--- src/rtl/led_spinner_if.sv ---
// led_spinner_if -- control/pattern bundle for the LED spinner.
//   tick_i  : single-cycle step strobe (from a prescaler)
//   en_i    : 1 = advance on tick, 0 = freeze
//   dir_i   : 0 = upward / low-side fill, 1 = downward / high-side fill
//   mode_i  : 00 rotate, 01 bounce, 10 fill, 11 inverted rotate
//   led_o   : LED pattern (NUM_LEDS bits)
//   wrap_o  : one-cycle pulse on pattern wrap or bounce reversal
// master = controller side, slave = spinner side.
interface led_spinner_if #(
    parameter int NUM_LEDS = 8
);
    logic                tick_i;
    logic                en_i;
    logic                dir_i;
    logic [1:0]          mode_i;
    logic [NUM_LEDS-1:0] led_o;
    logic                wrap_o;

    modport master (
        output tick_i, en_i, dir_i, mode_i,
        input  led_o, wrap_o
    );

    modport slave (
        input  tick_i, en_i, dir_i, mode_i,
        output led_o, wrap_o
    );
endinterface

--- src/rtl/led_spinner.sv ---
// led_spinner -- LED pattern generator (rotate / bounce / fill / inverted).
//   clk_i  : system clock, rising edge
//   rst_ni : asynchronous active-low reset
//   bus    : led_spinner_if.slave (tick_i, en_i, dir_i, mode_i in;
//            led_o, wrap_o out)
// State is mode_q, a step counter cnt_q, a bounce direction bdir_q and the
// registered wrap pulse. led_o is decoded per LED from registered state and
// dir_i only, so tick/enable/mode never reach the LEDs combinationally.

// Per-LED decode: one instance per output bit.
module led_spinner_lane #(
    parameter int NUM_LEDS = 8,
    parameter int IDX      = 0,
    parameter int CW       = 4
) (
    input  logic [1:0]    mode,
    input  logic [CW-1:0] cnt,
    input  logic [CW-1:0] k,
    input  logic          dir,
    output logic          led
);
    // POS is this LED's index from the bottom, MIR its index from the top;
    // a fill of k lights the k lowest (or highest) LEDs.
    localparam logic [CW-1:0] POS = CW'(IDX);
    localparam logic [CW-1:0] MIR = CW'(NUM_LEDS - 1 - IDX);

    logic hit;
    logic fill_on;

    assign hit     = (cnt == POS);
    assign fill_on = dir ? (MIR < k) : (POS < k);

    always_comb begin
        led = hit;
        case (mode)
            2'b00, 2'b01: led = hit;
            2'b10:        led = fill_on;
            default:      led = ~hit;
        endcase
    end
endmodule

module led_spinner #(
    parameter int NUM_LEDS = 8
) (
    input  logic          clk_i,
    input  logic          rst_ni,
    led_spinner_if.slave  bus
);
    // Counter spans 0..2N-1 so fill can count up and back down.
    localparam int CW = $clog2(2 * NUM_LEDS);

    localparam logic [CW-1:0] ONE       = CW'(1);
    localparam logic [CW-1:0] N_LEDS    = CW'(NUM_LEDS);
    localparam logic [CW-1:0] LAST      = CW'(NUM_LEDS - 1);
    localparam logic [CW-1:0] LAST_M1   = CW'(NUM_LEDS - 2);
    localparam logic [CW-1:0] FILL_LAST = CW'(2 * NUM_LEDS - 1);

    typedef enum logic [1:0] {
        M_ROT  = 2'b00,
        M_BNC  = 2'b01,
        M_FILL = 2'b10,
        M_INV  = 2'b11
    } mode_e;

    mode_e               mode_q, mode_d;
    logic [CW-1:0]       cnt_q, cnt_d;
    logic                bdir_q, bdir_d;
    logic                wrap_q, wrap_d;
    logic [CW-1:0]       k;
    logic [NUM_LEDS-1:0] led;

    always_ff @(posedge clk_i or negedge rst_ni) begin
        if (!rst_ni) begin
            mode_q <= M_ROT;
            cnt_q  <= '0;
            bdir_q <= 1'b0;
            wrap_q <= 1'b0;
        end else begin
            mode_q <= mode_d;
            cnt_q  <= cnt_d;
            bdir_q <= bdir_d;
            wrap_q <= wrap_d;
        end
    end

    always_comb begin
        mode_d = mode_q;
        cnt_d  = cnt_q;
        bdir_d = bdir_q;
        wrap_d = 1'b0;
        if (bus.mode_i != mode_q) begin
            // Mode switch restarts the pattern; a tick on this cycle is lost.
            mode_d = mode_e'(bus.mode_i);
            cnt_d  = '0;
            bdir_d = 1'b0;
        end else if (bus.tick_i && bus.en_i) begin
            case (mode_q)
                M_ROT, M_INV: begin
                    if (!bus.dir_i) begin
                        wrap_d = (cnt_q == LAST);
                        cnt_d  = (cnt_q == LAST) ? '0 : cnt_q + ONE;
                    end else begin
                        wrap_d = (cnt_q == '0);
                        cnt_d  = (cnt_q == '0) ? LAST : cnt_q - ONE;
                    end
                end
                M_BNC: begin
                    // Reversal steps away from the end immediately, so the
                    // end LED is lit for a single step only.
                    if (!bdir_q) begin
                        if (cnt_q == LAST) begin
                            cnt_d  = LAST_M1;
                            bdir_d = 1'b1;
                            wrap_d = 1'b1;
                        end else begin
                            cnt_d  = cnt_q + ONE;
                        end
                    end else begin
                        if (cnt_q == '0) begin
                            cnt_d  = ONE;
                            bdir_d = 1'b0;
                            wrap_d = 1'b1;
                        end else begin
                            cnt_d  = cnt_q - ONE;
                        end
                    end
                end
                default: begin
                    wrap_d = (cnt_q == FILL_LAST);
                    cnt_d  = (cnt_q == FILL_LAST) ? '0 : cnt_q + ONE;
                end
            endcase
        end
    end

    // Fill length: grows 1..N over the first half, shrinks N-1..0 after.
    assign k = (cnt_q < N_LEDS) ? (cnt_q + ONE) : (FILL_LAST - cnt_q);

    for (genvar i = 0; i < NUM_LEDS; i++) begin : g_lane
        led_spinner_lane #(
            .NUM_LEDS (NUM_LEDS),
            .IDX      (i),
            .CW       (CW)
        ) u_lane (
            .mode (mode_q),
            .cnt  (cnt_q),
            .k    (k),
            .dir  (bus.dir_i),
            .led  (led[i])
        );
    end

    assign bus.led_o  = led;
    assign bus.wrap_o = wrap_q;
endmodule

--- src/flat_wrapper.sv ---
// flat-port wrapper written by rule: the top's interface ports become plain ports
module led_spinner_flat 
#(
    parameter int NUM_LEDS = 8
)
  (clk_i, rst_ni, bus_tick_i, bus_en_i, bus_dir_i, bus_mode_i, bus_led_o, bus_wrap_o);
  led_spinner_if #(.NUM_LEDS(NUM_LEDS)) bus_i ();
  input  logic clk_i;
  input  logic rst_ni;
  input wire logic [$bits(bus_i.tick_i)-1:0] bus_tick_i;
  input wire logic [$bits(bus_i.en_i)-1:0] bus_en_i;
  input wire logic [$bits(bus_i.dir_i)-1:0] bus_dir_i;
  input wire logic [$bits(bus_i.mode_i)-1:0] bus_mode_i;
  output wire logic [$bits(bus_i.led_o)-1:0] bus_led_o;
  output wire logic [$bits(bus_i.wrap_o)-1:0] bus_wrap_o;
  assign bus_i.tick_i = bus_tick_i;
  assign bus_i.en_i = bus_en_i;
  assign bus_i.dir_i = bus_dir_i;
  assign bus_i.mode_i = bus_mode_i;
  assign bus_led_o = bus_i.led_o;
  assign bus_wrap_o = bus_i.wrap_o;
  led_spinner #(.NUM_LEDS(NUM_LEDS)) u_core (.clk_i(clk_i), .rst_ni(rst_ni), .bus(bus_i));
endmodule
--- config.mk ---
export PLATFORM = sky130hd
export DESIGN_NAME = led_spinner_flat
export DESIGN_NICKNAME = d
export VERILOG_FILES = /design/src/rtl/led_spinner_if.sv /design/src/rtl/led_spinner.sv /design/src/flat_wrapper.sv
export SDC_FILE = /design/constraint.sdc
export NUM_CORES = 1
export LEC_CHECK = 0
export BUFFER_PORTS_ARGS = -buffer_cell sky130_fd_sc_hd__buf_2
export CAP_MARGIN = 20
export CORE_UTILIZATION = 45
export CTS_BUF_LIST = sky130_fd_sc_hd__clkbuf_4
export CTS_CLUSTER_SIZE = 30
export DETAILED_ROUTE_END_ITERATION = 7
export PLACE_DENSITY_LB_ADDON = 0.2
export RECOVER_POWER = 100
export SLEW_MARGIN = 15
export SYNTH_ARGS = -nofsm -noshare
export SYNTH_HDL_FRONTEND = slang
export SYNTH_HIERARCHICAL = 1
export SYNTH_SLANG_ARGS = --single-unit
--- constraint.sdc ---
create_clock -name clk_i -period 3.4 [get_ports clk_i]
set_clock_uncertainty 0.05 [all_clocks]
set_input_delay 0.17 -clock clk_i [delete_from_list [all_inputs] [get_ports clk_i]]
set_output_delay 0.17 -clock clk_i [all_outputs]
set_load 0.01 [all_outputs]
==> key figures, run 1 <==
Detailed routing
  – Vias: 1274
  – Drt pass-1 iters: 5
  – Metal1 wirelength: 1530 um
  – WL final: 3200 um
  – Residual DRC count: 0
  – Top Layer Used: met4
  – Vias per cell: 6.28
  – Met3 wire len: 154 um
  – WL met2: 1500 um
  – DRT antenna net count: 0
  – Drt first-iter violations: 81
  – WL/cell: 15.8 um

Synth
  – Mapped Nets: 168
  – Ys Warns: 6
  – Post-synth EDFFs: 0
  – Sequential fraction of the synthesis area: 0.157
  – Flops & latches, synth: 8
  – Async SR Flop Fraction: 1.00
  – Top_reg_cell synth: dfrtp_1
  – Synth Instances: 155
  – Mean Syn Cell Area: 8.25 um^2
  – Count of different cell masters after synthesis: 52
  – Syn Std Cell Area: 1280 um^2

Pwr
  – Pwr Density: 234 nW/um^2
  – VDD IR max: 0.286 mV
  – Leak: 0.000564 uW

Timing
  – Setup WS post-layout: 0.356 ns
  – Tmin final: 3.04 ns
  – Hold_ws: 0.309 ns
  – Final Hold Fails: 0
  – Fmax: 329 MHz
  – Final worst path period share: 0.895
  – Slew Viols, Final: 0
  – Max-slew headroom: 0.480
  – Setup tns final: 0 ns
  – RSZ-0062 raised after global routing: no
  – Final setup viols: 0
  – Worst Max-Slew Pin Slew: 0.780 ns

Clock network
  – Htree depth: 1
  – CTS tree: built
  – Max Buffers Root-to-Sink: 2
  – Skew-Pair Late Insertion Delay: 0.25 ns
  – CTS sink count: 8
  – Worst-path clk slew: 0.06 ns
  – Number of setup buffers added after CTS: 0
  – CTS Root Buffer Type: clkbuf_4
  – Num CTS Buffers: 3

Global routing
  – Number of global-route vias before repair: 1087
  – Tot GR Track Use: 0.203
  – Initial antenna violation count: 0
  – First-pass GRT wire length: 5120 um
  – Largest net degree at the start of global routing: 20
  – Global route overflow: 0

Place
  – Pre-CTS setup slack: 0.659 ns
  – HPWL Detailed: 2250 um
  – Placed cell area: 1370 um^2
  – Placer congestion estimate: 0.917
  – Inst Count DP: 197
  – Port bufs: 15

Floorplan
  – Die area: 3060 um^2
  – Die X: 55.3 um
  – Starting Density: 0.494
  – Row cnt: 18
  – Die height: 55.3 um
  – Core ar.: 2590 um^2
  – # IOs: 16

Critical path
  – CP Launch Type: flip-flop
  – CP max FO: 14
  – R2R Setup Slk: 1.02 ns
  – Crit-path cells: inv_1 > ha_1 > nor2_1 > a21oi_1 > a21o_1 > nand2_1 > a311oi_2 > clkbuf_1
  – WS Path Type: reg -> out
  – Crit path buf inv count: 2
  – Critical Path Slowest Stage Cell: dfrtp_1
  – WP data required: 3.18 ns
  – Crit path DAT: 2.82 ns
  – CP max stage delay: 0.66 ns
  – CP top delay family: compound AO/OA/AOI/OAI gates
  – Setup crit end kind: primary output

Min path
  – Hold Crit Class: in -> async

Run
  – Max-cap violations: 0

Cells and area
  – Fillers: 257
  – Share of layout cells above drive strength 1: 0.150
  – Post-route cell area: 1390 um^2
  – Final std cells w/o fill: 203
  – Final Net Count: 188
  – N_diodes: 0
  – Area grow syn2layout: 8.81%

Outcome
  – Status: finished, final reports clean
[per-stage QoR]
stage | util | power (uW)
finish | 0.537 | 326
detailed placement | 0.527 | 256
CTS | 0.547 | 333
global placement | 0.527 | 253
global route | 0.537 | 347
floorplan | - | 217
[area by class of cell]
cell class / count / area, um^2 / share of cell area
clock buffers: 3 / 22.5 / 0.0162
inverters: 13 / 48.8 / 0.0351
multi-input cells: 127 / 960 / 0.690
flip-flops and latches: 8 / 200 / 0.144
well taps: 30 / 37.5 / 0.0270
repair buffers: 22 / 123 / 0.0881
[routing by layer]
layer | track usage | vias up
li1 | - | 629
met5 | 0 | -
met1 | 0.294 | 592
met4 | 0.0643 | 0
met3 | 0.0328 | 4
met2 | 0.306 | 49
[timing repair]
| action | in CTS | in global routing |
|---|---|---|
| resized for setup | 0 | 0 |
| hold buffers | 3 | 0 |
| hold endpoints to repair | 10 | 0 |
[cell families (layout without fill, tap and decap cells)]
kind of cell / after synthesis / in the layout / synth area share
buffers and inverters: 20 / 38 / 0.0822
AO/OA/AOI/OAI: 51 / 51 / 0.314
flip-flops: 8 / 8 / 0.157
AND/OR/NAND/NOR: 63 / 63 / 0.330
adder cells (fa/ha/maj): 6 / 6 / 0.0587
multiplexers: 3 / 3 / 0.0313
XOR/XNOR: 4 / 4 / 0.0274
[synthesized netlist by cell type, drive strengths merged, types with 4 or more instances]
library cell  count  area (um^2)
and3              4         26.3
nor4b             4         68.8
nand2             9         33.8
nand3             5         25.0
o21ai            12         60.1
buf               4         45.0
nor2             13         48.8
a21oi             9         45.0
nor2b             5         31.3
nor3              5         25.0
inv              13         48.8
ha                6         75.1
dfrtp             8          200
a211oi            4         40.0
[worst reg2reg max path, stage by stage (launching register included)]
cell	delay [ns]
dfrtp_1	0.66
ha_1	0.46
nand3_1	0.23
and3_1	0.26
a2111oi_0	0.50
a211oi_2	0.08
[power breakdown]
part	internal, uW	total [uW]	switching (uW)
combinational	62.5	146	83.5
sequential	98.8	108	9.34
clock	40.3	71.8	31.4
[registers in the layout (all words and copies together) (netlist names)]
register           cells
u_core/bdir_q          1
u_core/bus.wrap_o      1
u_core/cnt_q           4
u_core/mode_q          2
[final timing paths]
kind                                              from                           end  depth (start not counted)
setup / recovery           u_core/cnt_q[0]$_DFFE_PN0P_                  bus_led_o[6]                          8
hold / removal                                  rst_ni  u_core/mode_q[1]$_DFFE_PN0N_                          2
setup reg to reg           u_core/cnt_q[0]$_DFFE_PN0P_   u_core/cnt_q[0]$_DFFE_PN0P_                          5
hold reg to reg              u_core/bdir_q$_DFFE_PN0P_     u_core/bdir_q$_DFFE_PN0P_                          2
max in group asynchronous                       rst_ni     u_core/bdir_q$_DFFE_PN0P_                          2
min in group clk_i                            bus_en_i   u_core/cnt_q[0]$_DFFE_PN0P_                          3
[layout by cell type (no fill, tap or decap), types with 3 or more instances in the layout]
cell / instances
a211o_1: 3
a21oi_1: 9
a22o_1: 3
and3_1: 3
buf_2: 5
buf_4: 4
clkbuf_1: 10
clkbuf_4: 3
dfrtp_1: 8
dlygate4sd3_1: 3
ha_1: 6
inv_1: 13
nand2_1: 9
nand3_1: 5
nor2_1: 13
nor2b_1: 5
nor3_1: 5
nor4b_2: 3
o21ai_0: 11
o31ai_1: 3
xnor2_1: 3
No activity file was read; power rests on OpenSTA's default activity.
==> run 2: changes to the inputs <==
--- a/config.mk
+++ b/config.mk
@@ -5,12 +5,12 @@
 export SDC_FILE = /design/constraint.sdc
 export NUM_CORES = 1
 export LEC_CHECK = 0
-export BUFFER_PORTS_ARGS = -buffer_cell sky130_fd_sc_hd__buf_2
 export CAP_MARGIN = 20
 export CORE_UTILIZATION = 45
 export CTS_BUF_LIST = sky130_fd_sc_hd__clkbuf_4
 export CTS_CLUSTER_SIZE = 30
 export DETAILED_ROUTE_END_ITERATION = 7
+export DONT_BUFFER_PORTS = 1
 export PLACE_DENSITY_LB_ADDON = 0.2
 export RECOVER_POWER = 100
 export SLEW_MARGIN = 15
==> run 2 against run 1 <==
  * Fmax rose by 1.1%
  * Core utilization is 3.3 points lower
  * Clock-buffer cell count unchanged
  * Worst hold slack lost 0.14 ns
  * Combinational power shrank 15%
  * Largest cell class unchanged
==> key figures, run 2 (synthesis results as in run 1) <==
Outcome
  – Status: finished, final reports clean

Detailed routing
  – Vias: 1208
  – Drt first-iter violations: 59
  – Residual DRC count: 0
  – WL final: 3120 um
  – DRT antenna net count: 0
  – Vias per cell: 6.49
  – Drt pass-1 iters: 4
  – WL/cell: 16.7 um

Cells and area
  – Regs by FF count: u_core/cnt_q: 4 flops, u_core/mode_q: 2 flops
  – Reg with most FFs: u_core/cnt_q
  – Most frequent cells in the layout: 13 x inv_1, 13 x nor2_1, 11 x o21ai_0
  – Fillers: 268
  – Area occupied by multi-input gates: 951 um^2
  – Post-route cell area: 1310 um^2
  – N_diodes: 0
  – Reg area: 200 um^2
  – Largest register FFs: 4
  – Final Net Count: 171
  – Final std cells w/o fill: 186
  – Share of layout cells above drive strength 1: 0.109
  – Area grow syn2layout: 2.05%

Global routing
  – Global route overflow: 0
  – Number of global-route vias before repair: 1015
  – Initial antenna violation count: 0
  – Tot GR Track Use: 0.205
  – Largest net degree at the start of global routing: 21
  – First-pass GRT wire length: 5100 um

Critical path
  – Cells on worst reg2reg path: 6
  – Crit path DAT: 2.79 ns
  – WS Path Type: reg -> out
  – CP max stage delay: 0.67 ns
  – CP Capture Point: bus_led_o[6]
  – CP Launch Point: u_core/cnt_q[0]$_DFFE_PN0P_
  – CP max FO: 14
  – R2R Setup Slk: 0.94 ns
  – WP data required: 3.18 ns
  – CP top delay family: compound AO/OA/AOI/OAI gates
  – Critical Path Slowest Stage Cell: dfrtp_1
  – Crit-path cells: inv_1 > ha_1 > nor2_1 > a21oi_1 > a21o_1 > nand2_1 > a311oi_2
  – Setup crit end kind: primary output
  – Worst R2R Start: u_core/mode_q[0]$_DFFE_PN0N_
  – Critical path depth: 7
  – Capture point of the worst reg-to-reg path: u_core/cnt_q[0]$_DFFE_PN0P_
  – CP Launch Type: flip-flop
  – Crit path buf inv count: 1

Timing
  – Worst Max-Slew Pin Slew: 0.796 ns
  – Max-slew headroom: 0.469
  – Tmin final: 3.01 ns
  – Slew Viols, Final: 0
  – Fmax: 332 MHz
  – Hold_ws: 0.174 ns
  – RSZ-0062 raised after global routing: no
  – Final setup viols: 0
  – Final worst path period share: 0.885
  – Final Hold Fails: 0
  – Setup WS post-layout: 0.389 ns
  – Setup tns final: 0 ns

Clock network
  – Htree depth: 1
  – CTS Root Buffer Type: clkbuf_4
  – Skew-Pair Late Insertion Delay: 0.25 ns
  – Number of setup buffers added after CTS: 0
  – Worst-path clk slew: 0.06 ns
  – CTS sink count: 8
  – Num CTS Buffers: 3
  – CTS tree: built
  – Max Buffers Root-to-Sink: 2

Pwr
  – Leak: 0.000523 uW
  – VDD IR max: 0.291 mV
  – Pwr Density: 238 nW/um^2

Place
  – Inst Count DP: 180
  – Placer congestion estimate: 0.883
  – Port bufs: 0
  – Placed cell area: 1270 um^2
  – HPWL Detailed: 2110 um
  – Pre-CTS setup slack: 0.674 ns

Run
  – Max-cap violations: 0

Min path
  – Hold Crit Class: in -> reg

Floorplan
  – Die height: 55.3 um
  – Die X: 55.3 um
  – # IOs: 16
  – Row cnt: 18
  – Core ar.: 2590 um^2
  – Die area: 3060 um^2
  – Starting Density: 0.494
run 2: changes by cell type in the layout (fill, tap and decap cells not counted):
cell,delta
a311oi_1,+1
clkbuf_1,-10
buf_4,-2
or3b_1,+1
a311oi_2,-1
buf_2,-5
or3b_4,-1
run 2: how the worst min path moves through the flow:
stage	to	start	slack, ns	depth (start not counted)
2_1_floorplan	u_core/bdir_q$_DFFE_PN0P_	rst_ni	-0.18	0
3_3_place_gp	u_core/mode_q[0]$_DFFE_PN0N_	rst_ni	-0.18	0
4_1_cts	u_core/cnt_q[1]$_DFFE_PN0P_	bus_dir_i	0.16	3
3_5_place_dp	u_core/mode_q[0]$_DFFE_PN0N_	rst_ni	-0.18	0
5_1_grt	u_core/cnt_q[1]$_DFFE_PN0P_	bus_dir_i	0.16	3
6_report	u_core/cnt_q[1]$_DFFE_PN0P_	bus_dir_i	0.17	3
run 2: metrics by stage:
| stage | power, uW | util |
|---|---|---|
| 6_report | 311 | 0.504 |
| 3_3_place_gp | 236 | 0.492 |
| 5_1_grt | 335 | 0.504 |
| 3_5_place_dp | 239 | 0.492 |
| 4_1_cts | 318 | 0.513 |
| 2_1_floorplan | 217 | - |
run 2: cell type report:
class,instances,share of cell area
Multi-Input combinational cell,127,0.729
Sequential cell,8,0.153
Inverter,13,0.0374
Timing Repair Buffer,5,0.0345
Tap cell,30,0.0288
Clock buffer,3,0.0173
run 2: what timing repair did:
action | in CTS | in global routing
hold buffers | 3 | 0
hold endpoints to repair | 10 | 0
gates resized for setup | 0 | 0
run 2: worst reg2reg max path: stages (launching register included):
cell and delay (ns):
dfrtp_1 0.73, inv_1 0.10, ha_1 0.43, a22oi_4 0.24, o32ai_2 0.11, a2111oi_0 0.57, a211oi_2 0.09
run 2: layer usage:
layer,track usage,vias up,routed length (um)
li1,-,588,-
met1,0.303,575,1440
met2,0.306,43,1450
met3,0.0328,2,212
met4,0.0536,0,8
met5,0,-,0
run 2: report_power, final:
| group | internal (uW) | total [uW] | switching (uW) |
|---|---|---|---|
| Sequential | 98.6 | 113 | 14.5 |
| Clock | 40.5 | 73.8 | 33.3 |
| Combinational | 53.4 | 124 | 70.4 |
